`config.mk`:
```
export PLATFORM = sky130hd
export DESIGN_NAME = alu_cmd_sequencer
export DESIGN_NICKNAME = d
export VERILOG_FILES = /design/src/rtl/alu_cmd_sequencer.sv
export SDC_FILE = /design/constraint.sdc
export NUM_CORES = 1
export LEC_CHECK = 0
export CAP_MARGIN = 40
export CORE_UTILIZATION = 46
export CTS_CLUSTER_DIAMETER = 60
export DETAILED_ROUTE_END_ITERATION = 10
export PLACE_DENSITY_LB_ADDON = 0.05
export SYNTH_ARGS = -nofsm -noshare
export SYNTH_HDL_FRONTEND = slang
export SYNTH_SLANG_ARGS = --single-unit
export TNS_END_PERCENT = 1
```
`constraint.sdc`:
```
create_clock -name i_clk -period 2.3 [get_ports i_clk]
set_clock_uncertainty 0.2 [all_clocks]
set_input_delay 0.69 -clock i_clk [delete_from_list [all_inputs] [get_ports i_clk]]
set_output_delay 0.69 -clock i_clk [all_outputs]
set_load 0.01 [all_outputs]
```
`src/rtl/alu_cmd_sequencer.sv`:
```
// Collects opcode/A/B words from a byte stream, drives stable operands into the ALU,
// waits a fixed latency, then returns the captured result/status on a valid/ready port.
module alu_cmd_sequencer #(
  parameter int N   = 2,
  parameter int M   = 8,
  parameter int LAT = 1
) (
  input  logic         i_clk,
  input  logic         i_reset,
  input  logic [M-1:0] i_in_data,
  input  logic         i_in_valid,
  output logic         o_in_ready,
  output logic [N-1:0] o_alu_op,
  output logic [M-1:0] o_alu_arg_A,
  output logic [M-1:0] o_alu_arg_B,
  input  logic [M-1:0] i_alu_result,
  input  logic [3:0]   i_alu_status,
  output logic [M-1:0] o_out_result,
  output logic [3:0]   o_out_status,
  output logic         o_out_valid,
  input  logic         i_out_ready,
  output logic         o_busy,
  output logic         o_err,
  output logic [7:0]   o_done_cnt,
  output logic [2:0]   o_dbg_state
);

  localparam int CW = (LAT < 2) ? 1 : $clog2(LAT + 1);

  typedef enum logic [2:0] {
    IDLE  = 3'd0,
    GET_A = 3'd1,
    GET_B = 3'd2,
    ISSUE = 3'd3,
    RESP  = 3'd4
  } state_t;

  state_t         state, state_nxt;
  logic           in_xfer;
  logic           bad_op;
  logic [N-1:0]   op_hold;
  logic [M-1:0]   a_hold;
  logic [CW-1:0]  wait_cnt;

  // Handshakes: a word moves on a rising edge where i_in_valid && o_in_ready; a response
  // moves on a rising edge where o_out_valid && i_out_ready. Valid never drops before that edge.
  assign in_xfer = i_in_valid & o_in_ready;
  assign bad_op  = |i_in_data[M-1:N];

  always_ff @(posedge i_clk or negedge i_reset) begin
    if (!i_reset) state <= IDLE;
    else          state <= state_nxt;
  end

  always_comb begin
    state_nxt   = state;
    o_in_ready  = (state == IDLE) || (state == GET_A) || (state == GET_B);
    o_busy      = (state != IDLE);
    o_dbg_state = state;
    unique case (state)
      IDLE:    if (in_xfer && !bad_op) state_nxt = GET_A;
      GET_A:   if (in_xfer) state_nxt = GET_B;
      GET_B:   if (in_xfer) state_nxt = ISSUE;
      ISSUE:   if (wait_cnt == CW'(1)) state_nxt = RESP;
      RESP:    if (i_out_ready) state_nxt = IDLE;
      default: state_nxt = IDLE;
    endcase
  end

  always_ff @(posedge i_clk or negedge i_reset) begin
    if (!i_reset) begin
      op_hold      <= '0;
      a_hold       <= '0;
      wait_cnt     <= '0;
      o_alu_op     <= '0;
      o_alu_arg_A  <= '0;
      o_alu_arg_B  <= '0;
      o_out_result <= '0;
      o_out_status <= '0;
      o_out_valid  <= 1'b0;
      o_err        <= 1'b0;
      o_done_cnt   <= '0;
    end else begin
      o_err <= 1'b0;
      unique case (state)
        IDLE: begin
          if (in_xfer) begin
            if (bad_op) o_err   <= 1'b1;
            else        op_hold <= i_in_data[N-1:0];
          end
        end
        GET_A: if (in_xfer) a_hold <= i_in_data;
        GET_B: begin
          // ALU-facing operands only ever change here, so they stay stable through the wait.
          if (in_xfer) begin
            o_alu_op    <= op_hold;
            o_alu_arg_A <= a_hold;
            o_alu_arg_B <= i_in_data;
            wait_cnt    <= CW'(LAT);
          end
        end
        ISSUE: begin
          wait_cnt <= wait_cnt - CW'(1);
          if (wait_cnt == CW'(1)) begin
            o_out_result <= i_alu_result;
            o_out_status <= i_alu_status;
            o_out_valid  <= 1'b1;
          end
        end
        RESP: begin
          if (i_out_ready) begin
            o_out_valid <= 1'b0;
            o_done_cnt  <= o_done_cnt + 8'd1;
          end
        end
        default: ;
      endcase
    end
  end

endmodule

```
==> results of run 1 <==
metal layers:
| metal | GRT usage | routed length (um) | vias up |
|---|---|---|---|
| met5 | 0 | 0 | - |
| met4 | 0.0816 | 74 | 0 |
| met3 | 0.0390 | 223 | 8 |
| met2 | 0.361 | 2470 | 53 |
| met1 | 0.248 | 1900 | 762 |
| li1 | - | - | 703 |
stage by stage:
| stage | cells | cell area, um2 | TNS, ns | setup slack [ns] |
|---|---|---|---|---|
| finish | 290 | 3140 | 0 | 0.0597 |
| global route | 290 | 3140 | 0 | 0.00398 |
| CTS | 288 | 3110 | -0.424 | -0.156 |
| detailed placement | 280 | 3000 | -3.22 | -0.522 |
| global placement | 280 | 3000 | -3.08 | -0.492 |
| floorplan | 150 | 2160 | -0.0422 | -0.0211 |
area by class of cell:
cell class | instances | area share
flip-flops and latches | 54 | 0.431
inverters | 1 | 0.00119
repair buffers | 87 | 0.263
well taps | 52 | 0.0207
clock inverters | 3 | 0.0143
clock buffers | 5 | 0.0219
multi-input cells | 88 | 0.248
flip-flops by register name, summed over array words and instances (netlist names):
| name | count |
|---|---|
| o_out_status | 4 |
| o_err | 1 |
| o_done_cnt | 8 |
| o_alu_op | 2 |
| wait_cnt | 1 |
| op_hold | 2 |
| o_alu_arg_B | 8 |
| o_out_valid | 1 |
| a_hold | 8 |
| o_out_result | 8 |
| o_alu_arg_A | 8 |
| o_dbg_state | 3 |
cells in the final DEF, fill, tap and decap left out:
cell type	count
nand3_1	1
buf_4	19
o2bb2ai_1	1
nand2_1	8
or4b_4	1
nor4_1	1
bufinv_16	1
xor2_1	1
clkbuf_2	1
mux2_4	2
dfrtp_1	52
clkdlybuf4s50_1	58
a31oi_1	2
and3_1	2
dlymetal6s2s_1	6
mux2_2	39
ha_1	1
clkinvlp_4	2
nor2_1	6
nand3b_1	1
or4_4	2
inv_1	1
clkdlybuf4s15_1	1
clkbuf_8	5
nor3_2	1
xnor2_1	6
nor4bb_1	1
o21ai_0	1
buf_2	1
a21oi_1	2
dfrtp_2	2
o21a_1	1
a311oi_1	1
nand4_1	4
or3_1	1
nor3b_1	1
dlygate4sd2_1	1
or2_2	1
worst max-delay path, delay by kind of cell (launching register included):
kind | cells | cell delay (ns)
buffers and inverters | 2 | 0.42
AOI/OAI and AO/OA | 1 | 0.17
DFF | 1 | 0.46
where the power goes:
| part | internal [uW] | switching, uW |
|---|---|---|
| clock | 324 | 312 |
| sequential | 1350 | 242 |
| combinational | 1060 | 624 |
kinds of logic (layout without fill, tap and decap cells):
logic type,Yosys count,in the layout,synth area share
fa+ha+maj,1,1,0.00579
simple gates,31,31,0.0823
buf+inv,8,96,0.0162
flops,54,54,0.626
compound gates,8,8,0.0243
xor+xnor,7,7,0.0284
mux,41,41,0.217
synthesized netlist by cell type (2+ instances only):
| cell | n | area (um2) |
|---|---|---|
| nor2_1 | 6 | 22.5 |
| mux2_4 | 2 | 30.0 |
| buf_2 | 4 | 20.0 |
| a31oi_1 | 2 | 12.5 |
| nand2_1 | 8 | 30.0 |
| and3_1 | 2 | 12.5 |
| clkbuf_1 | 3 | 11.3 |
| a21oi_1 | 2 | 10.0 |
| nand4_1 | 4 | 25.0 |
| mux2_2 | 39 | 439 |
| dfrtp_1 | 54 | 1350 |
| xnor2_1 | 6 | 52.6 |
worst paths after layout:
kind | slack (ns) | endpoint
worst min register to register | 0.27 | o_done_cnt[7]
min in group i_clk | 0.27 | o_done_cnt[7]
worst max register to register | 0.15 | op_hold[0]
max in group asynchronous | 1.14 | o_dbg_state[0]
worst min-delay path | 0.1 | o_alu_arg_B[4]
worst max-delay path | 0.06 | o_in_ready
what timing repair did:
| item | in CTS | in global routing |
|---|---|---|
| pin swaps | 1 | 1 |
| resized for setup | 6 | 10 |
| buffers inserted | 0 | 2 |
| setup endpoints to repair | 6 | 4 |
==> results by group, run 1 <==
Global routing
  • Grt total ovfl: 0
  • Global-route wire length before repair: 7750 um
  • Global Route Usage Sum: 0.205
  • Number of global-route vias before repair: 1,669
  • Largest net degree at the start of global routing: 22
  • Initial antenna violation count: 0

CTS
  • Root Driver: clkbuf_8
  • CTS tree: yes
  • Clk_lat worst skew: 0.32 ns
  • TritonCTS buffer count: 5
  • Max H-tree Level: 2
  • Hold-fix buffers, CTS: 0
  • Total clock sinks: 54
  • Clock slew at reported path FFs: roughly 0.10 ns
  • CTS Buffer Depth: 2

Setup path
  • Worst R2R Path Depth: 4
  • Source of the worst register-to-register timing path: o_dbg_state[1]
  • CP Launch Type: flop
  • CP required: 1.41 ns
  • Cell Chain, Critical Path: buf_4, a21oi_1, clkdlybuf4s15_1
  • CP endpoint kind: primary output
  • WS Path Type: reg -> out
  • Crit path from: o_dbg_state[1]
  • CP peak stage delay: ~0.46 ns
  • Arrival time at the worst endpoint: 1.35 ns
  • Crit-path max FO: 5
  • Worst path slowest cell: dfrtp_2

Placement
  • Global placer's final weighted congestion: 0.705
  • PortBufs: 68
  • Final HPWL DP: between 3000 and 4000 um

Layout
  • Fraction of layout cells with a size suffix above 1: 0.324
  • Area delta synth->final: 45.6%
  • Fin nets: 262
  • Register area: between 1000 and 1500 um2
  • Multi-input gate area: between 700 and 800 um2
  • Ant. Diodes: 0
  • Final core occ: 0.707
  • FILL cells: 309

Detailed routing
  • TritonRoute pass-1 iters: 7
  • 1st-iter DRT viols: 75
  • Via count: 1,526
  • Vias/cell: about 5.3
  • Antenna-violating nets left: 0
  • Final WL: 4670 um
  • DRC errors left: 8
  • WL/cell: 16.1 um

Power
  • PnR Total Power: 3910 uW
  • PD cells: 1240 nW/um2
  • Leak Pwr: 0.00142 uW
  • Maximum vdd drop: 0.000677 V

Timing
  • Slew of the pin with the lowest slew margin: between 0.4 and 0.5 ns
  • Unrepaired setup endpoints after global routing: false
  • Slew Limit Fails: 0
  • WHS: around 0.099 ns
  • Setup Viol. Count Final: 0
  • Final min period: around 2.2 ns
  • Peak Freq: 0.446 GHz
  • Final hold vios: 0
  • Final period utilization: 0.974
  • Rel. slew slack: 0.705

Synth
  • Post-synth ARST share: 1.00
  • Synth cell types: 30
  • Mapped Nets: approximately 180
  • Sequential element share of the synthesized area: 0.626
  • Mean post-synth cell area: between 10 and 15 um2
  • Post-synth EDFFs: 0
  • Most used DFF post-synth: dfrtp_1
  • Mapped cell area: 2160 um2
  • Synthesized instance count: 150
  • Ys Warns: 0
  • Register bit total from synthesis: 54

Die
  • Die width: approximately 71 um
  • DIE HEIGHT: 70.5 um
  • Starting density of the core: 0.486
  • I/O pin count: 69
  • Die area: 4970 um2
  • Row count: 24
  • Core area: 4440 um2

Job
  • MaxCap Viol Count: 0

Worst hold path
  • Worst hold-check path type: in -> async

Run status
  • Status: finished, violations left
  • Failing checks: design-rule violations
(Power assumes the default switching activity.)
==> run 2, diff against run 1 <==
- CORE_UTILIZATION: 46 -> 49
- clock period: 2.3 -> 2.74 ns (I/O delays scaled with it)
==> run 2 against run 1 <==
The run now ends clean. Combinational power fell by 16%. Hold slack better by 0.19 ns. Final cell count down 4.1%. Power decreased by 19%. Highest routed layer unchanged. Clock power fell by 32%. Non-clock buffer count fell by 8. Sequential share of layout area up 1.3 points. Sequential power shrank 18%.
==> results by group, run 2 (same netlist as run 1, synthesis figures left out) <==
CTS
  • Total clock sinks: 54
  • Root Driver: clkbuf_8
  • Clock slew at reported path FFs: approximately 0.09 ns
  • Post-CTS sizing: 0
  • TritonCTS buffer count: 5
  • Max H-tree Level: 2
  • Post-CTS Setup Bufs: 0
  • Clk_lat worst skew: 0.30 ns
  • CTS Buffer Depth: 2
  • CTS tree: yes
  • Hold-fix buffers, CTS: 0

Worst hold path
  • Worst hold-check path type: reg -> reg

Layout
  • Commonest non-fill, non-tap cells in the layout: clkdlybuf4s50_1, dfrtp_1, mux2_2
  • Fin nets: 254
  • Area delta synth->final: 41.0%
  • FILL cells: 282
  • Ant. Diodes: 0
  • Commonest non-fill, non-tap cell in the layout: clkdlybuf4s50_1
  • Finished Cell Area: 3040 um2
  • Fraction of layout cells with a size suffix above 1: 0.272

Detailed routing
  • Antenna-violating nets left: 0
  • DRC errors left: 0
  • Via count: 1,463
  • 1st-iter DRT viols: 65
  • Final WL: 4530 um
  • TritonRoute pass-1 iters: 4
  • Vias/cell: 5.26
  • WL/cell: 16.3 um

Timing
  • Setup Viol. Count Final: 0
  • Rel. slew slack: 0.581
  • Slew of the pin with the lowest slew margin: 0.628 ns
  • Final min period: 2.63 ns
  • Final hold vios: 0
  • Peak Freq: 0.380 GHz
  • Final period utilization: 0.959
  • Slew Limit Fails: 0
  • WHS: between 0.2 and 0.3 ns
  • Fin worst setup slack: 0.111 ns
  • Unrepaired setup endpoints after global routing: false

Power
  • PnR Total Power: roughly 3200 uW
  • Clock group share of total power: 0.136
  • Logic pwr share: 0.445
  • Leak Pwr: about 0.0013 uW
  • Seq pwr share: 0.418
  • Maximum vdd drop: slightly above 0.0007 V
  • P_sw: 953 uW
  • PD cells: 1040 nW/um2
  • Cell-internal power: 2210 uW
  • Switching share of total power: 0.302

Job
  • MaxCap Viol Count: 0

Placement
  • PortBufs: 68
  • Pre-CTS worst setup slack: -0.203 ns
  • Global placer's final weighted congestion: roughly 0.75
  • Dpl cell area: 2960 um2
  • Final HPWL DP: approximately 3400 um

Global routing
  • Number of global-route vias before repair: roughly 1,500
  • Grt total ovfl: 0
  • Largest net degree at the start of global routing: 29
  • Global-route wire length before repair: 7160 um
  • Global Route Usage Sum: 0.217
  • Initial antenna violation count: 0

Die
  • Die width: 68.4 um
  • Die area: between 4000 and 5000 um2
  • Starting density of the core: 0.525
  • Row count: 23
  • I/O pin count: 69
  • DIE HEIGHT: 68.4 um
  • Core area: 4120 um2

Setup path
  • WS Path Type: in -> reg
  • Reg-to-reg slack, setup: between 0.5 and 0.6 ns
  • Crit-path max FO: 4
  • CP endpoint kind: flop
  • Arrival time at the worst endpoint: 2.62 ns
  • CP Launch Type: input port
  • CP required: between 2 and 3 ns

Run status
  • Status: complete, no violations
-- run 2: changes by cell type in the layout (fill, tap and decap cells not counted), sizes merged --
cell / delta
dlymetal6s2s: -6
clkdlybuf4s50: +9
clkdlybuf4s15: -1
bufinv: -1
clkinvlp: -2
dlygate4sd2: -1
buf: -8
-- run 2: metrics by stage --
| step | utilization | setup TNS [ns] | instances |
|---|---|---|---|
| after floorplan | - | 0 | 150 |
| after global placement | 0.720 | -0.392 | 272 |
| after detailed placement | 0.720 | -0.403 | 272 |
| after CTS | 0.740 | 0 | 278 |
| after global routing | 0.740 | 0 | 278 |
| final | 0.740 | 0 | 278 |
-- run 2: critical path, cell delays in order --
cell and delay (ns):
clkdlybuf4s50_1 0.45, or4_1 0.52, or4_4 0.51, mux2_4 0.31
-- run 2: power by group through the flow --
stage,Combinational (uW),Clock [uW],Sequential [uW]
after floorplan,533,0,1430
after global placement,1370,0,1310
after detailed placement,1420,0,1340
after CTS,1430,438,1330
after global routing,1520,470,1370
final,1410,431,1320
-- run 2: cell type report --
cell class                 count  area [um2]  area share
inverter                       1        3.75     0.00123
tap                           50        62.6      0.0206
sequential                    54        1350       0.444
multi-input combinational     88         773       0.254
timing repair buffer          79         771       0.253
clock buffer                   6        82.6      0.0271
-- run 2: final timing paths --
| check | from | to | depth (start not counted) |
|---|---|---|---|
| setup / recovery | i_in_data[2] | op_hold[0] | 4 |
| hold / removal | o_done_cnt[7] | o_done_cnt[7] | 1 |
| hold reg to reg | o_done_cnt[7] | o_done_cnt[7] | 1 |
| min in group asynchronous | i_reset | o_alu_arg_A[0] | 1 |
| setup reg to reg | o_dbg_state[2] | op_hold[0] | 4 |
| max in group asynchronous | i_reset | o_out_result[0] | 2 |
-- run 2: metal layers --
| metal | vias to the layer above | wire (um) | global-route usage | share of wire |
|---|---|---|---|---|
| met5 | - | 0 | 0 | 0 |
| met4 | 0 | 127 | 0.109 | 0.028 |
| met3 | 10 | 283 | 0.0817 | 0.063 |
| met2 | 49 | 2310 | 0.360 | 0.51 |
| met1 | 717 | 1810 | 0.243 | 0.40 |
| li1 | 687 | - | - | - |
==> run 3, diff against run 2 <==
- GPL_ROUTABILITY_DRIVEN: default -> 0
==> results of run 3 <==
No change in the layout: final DEF, timing and power equal those of run 2.
